## src/rtl/pipelined_addsub_pkg.sv

```systemverilog
// Shared definitions for the pipelined adder/subtractor.
//   DEFAULT_WIDTH / DEFAULT_STAGES : default operand width and slice count
//   MODE_ADD / MODE_SUB            : encodings of the sub input
package pipelined_addsub_pkg;

    localparam int unsigned DEFAULT_WIDTH  = 32;
    localparam int unsigned DEFAULT_STAGES = 4;

    localparam logic MODE_ADD = 1'b0;
    localparam logic MODE_SUB = 1'b1;

endpackage

```

## src/rtl/fa_cell.sv

```systemverilog
// Gate-level 1-bit full adder.
//   carry : carry out
//   sum   : a ^ b ^ cin
//   a, b  : operand bits
//   cin   : carry in
module fa_cell (
    output logic carry,
    output logic sum,
    input  logic a,
    input  logic b,
    input  logic cin
);

    assign sum   = a ^ b ^ cin;
    assign carry = (a & b) | (a & cin) | (b & cin);

endmodule

```

## src/rtl/pipelined_addsub.sv

```systemverilog
// Pipelined N-bit adder/subtractor. The ripple carry chain of WIDTH full-adder cells
// is cut into STAGES register slices of SEG bits each; one beat per cycle is accepted.
//   clk, rst_n           : clock, asynchronous active-low reset
//   in_valid / in_ready  : operand handshake (a, b, cin, sub)
//   out_valid / out_ready: result handshake (sum, cout, ovf)
//   sub = 0 : sum = a + b + cin ; sub = 1 : sum = a - b - cin (cout = 1 means no borrow)
//   ovf : signed overflow (carry into MSB xor carry out of MSB)
module pipelined_addsub
    import pipelined_addsub_pkg::*;
#(
    parameter int unsigned WIDTH  = DEFAULT_WIDTH,
    parameter int unsigned STAGES = DEFAULT_STAGES
) (
    input  logic             clk,
    input  logic             rst_n,
    input  logic             in_valid,
    output logic             in_ready,
    input  logic [WIDTH-1:0] a,
    input  logic [WIDTH-1:0] b,
    input  logic             cin,
    input  logic             sub,
    output logic             out_valid,
    input  logic             out_ready,
    output logic [WIDTH-1:0] sum,
    output logic             cout,
    output logic             ovf
);

    localparam int unsigned SEG = WIDTH / STAGES;

    if (WIDTH < 2 || STAGES < 1 || (WIDTH % STAGES) != 0) begin : g_param_check
        $error("pipelined_addsub: WIDTH must be >= 2 and a multiple of STAGES");
    end

    // Per-slice inputs: slice 0 sees the conditioned ports, slice k the registers of slice k-1.
    logic [WIDTH-1:0]  st_a [STAGES];
    logic [WIDTH-1:0]  st_b [STAGES];
    logic [WIDTH-1:0]  st_r [STAGES];
    logic [STAGES-1:0] st_c;
    logic [STAGES-1:0] st_v;

    logic [WIDTH-1:0]  fa_s;
    logic [STAGES-1:0] slice_co;
    logic [WIDTH-1:0]  r_nxt [STAGES];
    logic              ovf_d;
    logic [STAGES-1:0] rdy;

    logic [WIDTH-1:0]  a_q [STAGES];
    logic [WIDTH-1:0]  b_q [STAGES];
    logic [WIDTH-1:0]  r_q [STAGES];
    logic [STAGES-1:0] v_q;
    logic [STAGES-1:0] c_q;
    logic              ovf_q;

    // Carry chain; each slice restarts from its registered carry-in.
    for (genvar i = 0; i < WIDTH; i++) begin : g_bit
        localparam int unsigned K = i / SEG;
        logic ci;
        logic co;
        if ((i % SEG) == 0) begin : g_first
            assign ci = st_c[K];
        end else begin : g_chain
            assign ci = g_bit[i-1].co;
        end
        fa_cell u_fa (
            .carry (co),
            .sum   (fa_s[i]),
            .a     (st_a[K][i]),
            .b     (st_b[K][i]),
            .cin   (ci)
        );
    end

    for (genvar k = 0; k < STAGES; k++) begin : g_stage
        if (k == 0) begin : g_head
            assign st_a[k] = a;
            assign st_b[k] = (sub == MODE_SUB) ? ~b : b;
            assign st_c[k] = (sub == MODE_SUB) ? ~cin : cin;
            assign st_r[k] = '0;
            assign st_v[k] = in_valid;
        end else begin : g_tail
            assign st_a[k] = a_q[k-1];
            assign st_b[k] = b_q[k-1];
            assign st_c[k] = c_q[k-1];
            assign st_r[k] = r_q[k-1];
            assign st_v[k] = v_q[k-1];
        end
        assign slice_co[k] = g_bit[(k+1)*SEG-1].co;
    end

    assign ovf_d = g_bit[WIDTH-1].ci ^ g_bit[WIDTH-1].co;

    // Each slice merges its own SEG result bits into the partial result handed down.
    always_comb begin
        for (int k = 0; k < STAGES; k++) begin
            r_nxt[k]                = st_r[k];
            r_nxt[k][k*SEG +: SEG]  = fa_s[k*SEG +: SEG];
        end
    end

    // ready_k = !valid_k || ready_{k+1}, unrolled: slice k is blocked only when it and every
    // slice downstream of it are full and the output is stalled.
    always_comb begin
        for (int k = 0; k < STAGES; k++) begin
            rdy[k] = out_ready || !(&(v_q | ((STAGES'(1) << k) - STAGES'(1))));
        end
    end

    always_ff @(posedge clk or negedge rst_n) begin
        if (!rst_n) begin
            v_q   <= '0;
            c_q   <= '0;
            ovf_q <= 1'b0;
            for (int k = 0; k < STAGES; k++) begin
                a_q[k] <= '0;
                b_q[k] <= '0;
                r_q[k] <= '0;
            end
        end else begin
            for (int k = 0; k < STAGES; k++) begin
                if (rdy[k]) begin
                    v_q[k] <= st_v[k];
                end
                // Data only moves with a valid beat, so the output slice holds its last result.
                if (rdy[k] && st_v[k]) begin
                    a_q[k] <= st_a[k];
                    b_q[k] <= st_b[k];
                    r_q[k] <= r_nxt[k];
                    c_q[k] <= slice_co[k];
                end
            end
            if (rdy[STAGES-1] && st_v[STAGES-1]) begin
                ovf_q <= ovf_d;
            end
        end
    end

    // The last slice has no operand bits left to consume.
    logic unused_skew;
    assign unused_skew = ^{a_q[STAGES-1], b_q[STAGES-1]};

    assign in_ready  = rdy[0];
    assign out_valid = v_q[STAGES-1];
    assign sum       = r_q[STAGES-1];
    assign cout      = c_q[STAGES-1];
    assign ovf       = ovf_q;

endmodule

```

## config.mk

```make
export PLATFORM = sky130hd
export DESIGN_NAME = pipelined_addsub
export DESIGN_NICKNAME = d
export VERILOG_FILES = /design/src/rtl/pipelined_addsub_pkg.sv /design/src/rtl/fa_cell.sv /design/src/rtl/pipelined_addsub.sv
export SDC_FILE = /design/constraint.sdc
export NUM_CORES = 1
export LEC_CHECK = 0
export ABC_AREA = 0
export CAP_MARGIN = 20
export CORE_MARGIN = 2
export CORE_UTILIZATION = 55
export CTS_BUF_LIST = sky130_fd_sc_hd__clkbuf_8
export CTS_CLUSTER_SIZE = 28
export DETAILED_ROUTE_END_ITERATION = 7
export PLACE_DENSITY_LB_ADDON = 0.12
export SLEW_MARGIN = 20
export SYNTH_ARGS = -nofsm -noshare
export SYNTH_HDL_FRONTEND = slang
export SYNTH_HIERARCHICAL = 1
export SYNTH_SLANG_ARGS = --single-unit
```

## constraint.sdc

```tcl
create_clock -name clk -period 11.3 [get_ports clk]
set_clock_uncertainty 0.05 [all_clocks]
set_input_delay 3.39 -clock clk [delete_from_list [all_inputs] [get_ports clk]]
set_output_delay 3.39 -clock clk [all_outputs]
set_load 0.02 [all_outputs]
```

Yosys cells after proc, flatten, opt, wreduce, memory -nomap -nowiden:

Cells that the tools add are included.
Widths: inputs -> output; s select.

* bits in registers: 281
* input bits: 70
* output and inout port bits: 36
* word-level logic and storage cells: 263

* muxes and demuxes: 2
* bitwise logic cells: 227
* reductions and logical operators: 15

Operator list (number)
* $and 1x1->1: 96
* $xor 1x1->1: 65
* $or 1x1->1: 64
* $mux 32: 1
* $not 32->32: 1
* $logic_and 1x1->1: 4
* $logic_not 1->1: 4
* $logic_or 1x1->1: 4
* $reduce_and 4->1: 1
* $reduce_and 3->1: 1
* $reduce_and 2->1: 1
* $mux 1: 1
* $not 1->1: 1

Longest topological paths before layout:

* depth in word-level cells: 26
* gate-level depth with buffers: 12
* mapped depth without buffers: 10

By module:

The synthesis kept the hierarchy.

Modules (own cells, without submodules)
* pipelined_addsub: instances 1, cells an instance 435, area each 7185.6 µm², seq. area each 4629.4 µm²
* fa_cell: instances 32, cells an instance 1, area each 20.0 µm², seq. area each 0.0 µm²

Worst setup path before layout:

Ideal clock, no wire load.

* kind: input -> register
* from: in sub
* to: reg r_q, in the netlist r_nxt[71]
* library setup time: 125 ps
* data arrival time: 7360 ps
* required time: 11125 ps
* path slack: 3766 ps
* stages: 12
* buffers on the path: 2
* path through: clkbuf_1 > buf_2 > xor2_1 > fa_1 > fa_1 > fa_1 > fa_1 > fa_1 > fa_1 > fa_1 > fa_1 > mux2_2

RTL lines
* start, declared: line pipelined_addsub.sv:21 `input logic sub,`
* end signal, assigned by index: line pipelined_addsub.sv:128 `r_q[k] <= r_nxt[k];`
* end, declared: line pipelined_addsub.sv:50 `logic [WIDTH-1:0] r_q [STAGES];`

Worst setup path after layout:

* from: in out_ready
* to: out in_ready

* cells in the longest elaborated chain, start to end: 1

RTL lines
* start, declared: line pipelined_addsub.sv:23 `input logic out_ready,`
* $logic_or 1x1->1: line pipelined_addsub.sv:105 `rdy[k] = out_ready || !(&(v_q | ((STAGES'(1) << k) - STAGES'(1))));`
* end, declared: line pipelined_addsub.sv:17 `output logic in_ready,`

Every way passes these cells.

==> parameters.txt <==
Parameter                              Value

Die
  Die boundary height    about 120 µm
  Core Footprint    0.0139 mm²
  Initial Utilization    0.564
  Area of the die    0.0152 mm²
  Die width    about 120 µm
  Top-level I/O count    106
  Number of cell rows    43

Clock network
  CTS tree    built
  Maximum number of buffers from clock root to sink    2
  Clock transition at the registers of the reported paths    around 80 ps
  Count of hold-fix buffers inserted at cts    0
  Number of buffers created by CTS    17
  Count of buffers added by post-CTS timing repair for setup    0
  Clock Root Buffer    sky130_fd_sc_hd__clkbuf_8
  Clock network latency to the later pin of the worst-skew pair    ~450 ps
  CTS sink count    roughly 190
  CTS-repair resized insts    0
  H-Tree Level Count    4

GRT
  Remaining global-route overflow    0
  Pin count of the biggest net entering global routing    between 100 and 150
  Global-route wire length before repair    about 21000 µm
  Combined global-route utilization of all metal layers    0.188
  Number of antenna violations at the first check in global routing    0
  Number of global-route vias before repair    4404

Critical path
  Worst R2R Setup Slack    7000 ps
  Critical register-to-register path endpoint    ovf$_DFFE_PN0P_
  Worst Setup Start Kind    input port
  Origin of the critical flop-to-flop path    a_q[56]$_DFFE_PN0P_
  Kind of capture point of the worst setup path    output pin
  Maximum fanout along the worst path    4
  Required arrival time at the worst endpoint    a little under 8000 ps
  Critical Setup Path Class    in2out
  Launch point of the critical path    out_ready
  Critical path capture point    in_ready
  Arrival time of the worst setup path    4910 ps
  R2R depth    10

Job
  Count of maximum capacitance violations    0

Place
  Number of buffer cells added on primary ports    approximately 110
  Placed Instances    733
  Worst slack at placement    approximately 3000 ps
  Routability cong.    ~0.72
  DP Wirelength    about 8600 µm
  Post-DP Area    around 0.009 mm²

Synth
  Part of the Yosys area used for sequential elements    0.592
  Flip-flop cell with the highest count after synthesis    sky130_fd_sc_hd__dfrtp_1
  Mean post-synth cell area    between 15 and 20 µm²
  Synth cell count leaders    sky130_fd_sc_hd__dfrtp_1, sky130_fd_sc_hd__mux2_2, sky130_fd_sc_hd__xor2_1
  Leading area contributor after synthesis    sky130_fd_sc_hd__dfrtp_1
  Proportion of register bits with asynchronous set or reset after synthesis    1.00
  Yosys cell types    15
  Top post-synthesis cells by area    sky130_fd_sc_hd__dfrtp_1, sky130_fd_sc_hd__mux2_2, sky130_fd_sc_hd__fa_1
  Synth Cell Area    between 0.007 and 0.008 mm²
  Post-synth EDFFs    0
  Yosys reg bits    between 150 and 200
  Share of the synthesized area in the top cell type    0.592
  Number of warnings issued by yosys    6
  Post-synthesis net count    569
  Leading cell type by number of instances after synthesis    sky130_fd_sc_hd__dfrtp_1
  Number of instances in the synthesized netlist    ~470

Cells and area
  Fraction of layout instances using a drive strength above 1    0.323
  Post-synthesis to final-layout area growth    20.1%
  Cell Count, Final, Fillers Out    765
  Layout Nets    between 600 and 700
  Post-layout instance area    0.00940 mm²
  Total area of sequential cells    0.00463 mm²
  Number of antenna diodes    0
  Multi-input gate area in the final layout    0.00308 mm²
  Final-layout fill cell count    987

STA
  Least-Margin Pin Slew    approximately 980 ps
  Slew headroom    0.345
  Crit share post-route    0.739
  Setup TNS after final layout    0 ps
  Min setup slack post-route    between 2000 and 3000 ps
  Fin Hold WS    between 400 and 500 ps
  Highest achievable clock rate    roughly 0.12 GHz
  Final hold violation count    0
  Number of max-slew violations in the final report    0
  Post-layout minimum cycle time    between 8000 and 9000 ps
  RSZ-0062 raised after global routing    false
  Final Setup Violations    0

Route
  Routed vias    about 4000
  Violation count after the first detailed-route iteration    approximately 150
  Vias per Instance    roughly 5.2
  Detail-routed net length per standard cell    approximately 17 µm
  Final ANT Viol Nets    0
  Remaining routing DRC violations    0
  Number of iterations in the first detailed-routing pass    5
  Sum of routed wire length over all layers    approximately 13000 µm

Pwr
  PwrDens    about 230 mW/mm²
  Leakage    around 3.9 nW
  Worst vdd rail ir drop    slightly below 100 µV

Status
  Run status    finished clean

Worst hold path
  Min-delay worst type    reg2reg
critical path, cell delays in order:
cell,delay [ps]
sky130_fd_sc_hd__clkdlybuf4s50_1,500
sky130_fd_sc_hd__and4b_1,250
sky130_fd_sc_hd__nand2_1,140
sky130_fd_sc_hd__clkdlybuf4s50_1,630
metal layers:
layer | share of wire | GRT usage
met3 | 0.033 | 0.0406
met5 | 0 | 0
met4 | 0.017 | 0.0824
met1 | 0.44 | 0.232
met2 | 0.51 | 0.319
sequential cells by signal, summed over array words and instances (netlist names):
signal,flops
c_q,4
b_q,48
r_nxt,48
v_q,4
sum,32
ovf,1
a_q,48
through the flow:
stage | util | total power [mW]
after floorplan | - | 1.50
after global routing | 0.677 | 2.35
final | 0.677 | 2.20
after CTS | 0.677 | 2.23
after detailed placement | 0.649 | 1.80
after global placement | 0.649 | 1.75
area by class of cell:
cell class | instances | share of cell area
clock buffer | 21 | 0.0307
timing repair buffer | 108 | 0.114
clock inverter | 11 | 0.0110
multi-input combinational | 260 | 0.328
tap | 180 | 0.0240
sequential | 185 | 0.492
report_power, final:
| group | switching [mW] | internal (mW) | leakage [nW] |
|---|---|---|---|
| clock | 0.216 | 0.216 | 0.215 |
| sequential | 0.141 | 0.909 | 2.16 |
| combinational | 0.292 | 0.422 | 1.57 |
cells by family after synthesis:
logic type / Yosys count / share of synthesized area
flops: 185 / 0.592
mux: 181 / 0.260
xor+xnor: 34 / 0.0381
fa+ha+maj: 32 / 0.0819
buf+inv: 22 / 0.0174
simple gates: 12 / 0.00927
compound gates: 1 / 0.00144
cell usage in the layout (no fill, tap or decap), types with 2 or more instances in the layout:
cell type                         instances
sky130_fd_sc_hd__dfrtp_1                185
sky130_fd_sc_hd__mux2_2                 151
sky130_fd_sc_hd__clkdlybuf4s50_1        103
sky130_fd_sc_hd__xor2_1                  34
sky130_fd_sc_hd__fa_1                    32
sky130_fd_sc_hd__mux2_1                  30
sky130_fd_sc_hd__clkbuf_8                22
sky130_fd_sc_hd__nand2b_1                 5
sky130_fd_sc_hd__clkinv_2                 5
sky130_fd_sc_hd__inv_1                    3
sky130_fd_sc_hd__buf_4                    3
sky130_fd_sc_hd__nand2_2                  2
sky130_fd_sc_hd__bufinv_16                2
worst min path at each step:
| stage | startpoint | endpoint | slack (ps) | cells after the start |
|---|---|---|---|---|
| 2_1_floorplan | a_q[112]$_DFFE_PN0P_ | a_q[112]$_DFFE_PN0P_ | 400 | 1 |
| 3_3_place_gp | b_q[125]$_DFFE_PN0P_ | b_q[125]$_DFFE_PN0P_ | 410 | 1 |
| 3_5_place_dp | a_q[120]$_DFFE_PN0P_ | a_q[120]$_DFFE_PN0P_ | 420 | 1 |
| 4_1_cts | a_q[120]$_DFFE_PN0P_ | a_q[120]$_DFFE_PN0P_ | 440 | 1 |
| 5_1_grt | a_q[117]$_DFFE_PN0P_ | a_q[117]$_DFFE_PN0P_ | 450 | 1 |
| 6_report | a_q[120]$_DFFE_PN0P_ | a_q[120]$_DFFE_PN0P_ | 430 | 1 |
No activity file was read; power rests on OpenSTA's default activity.
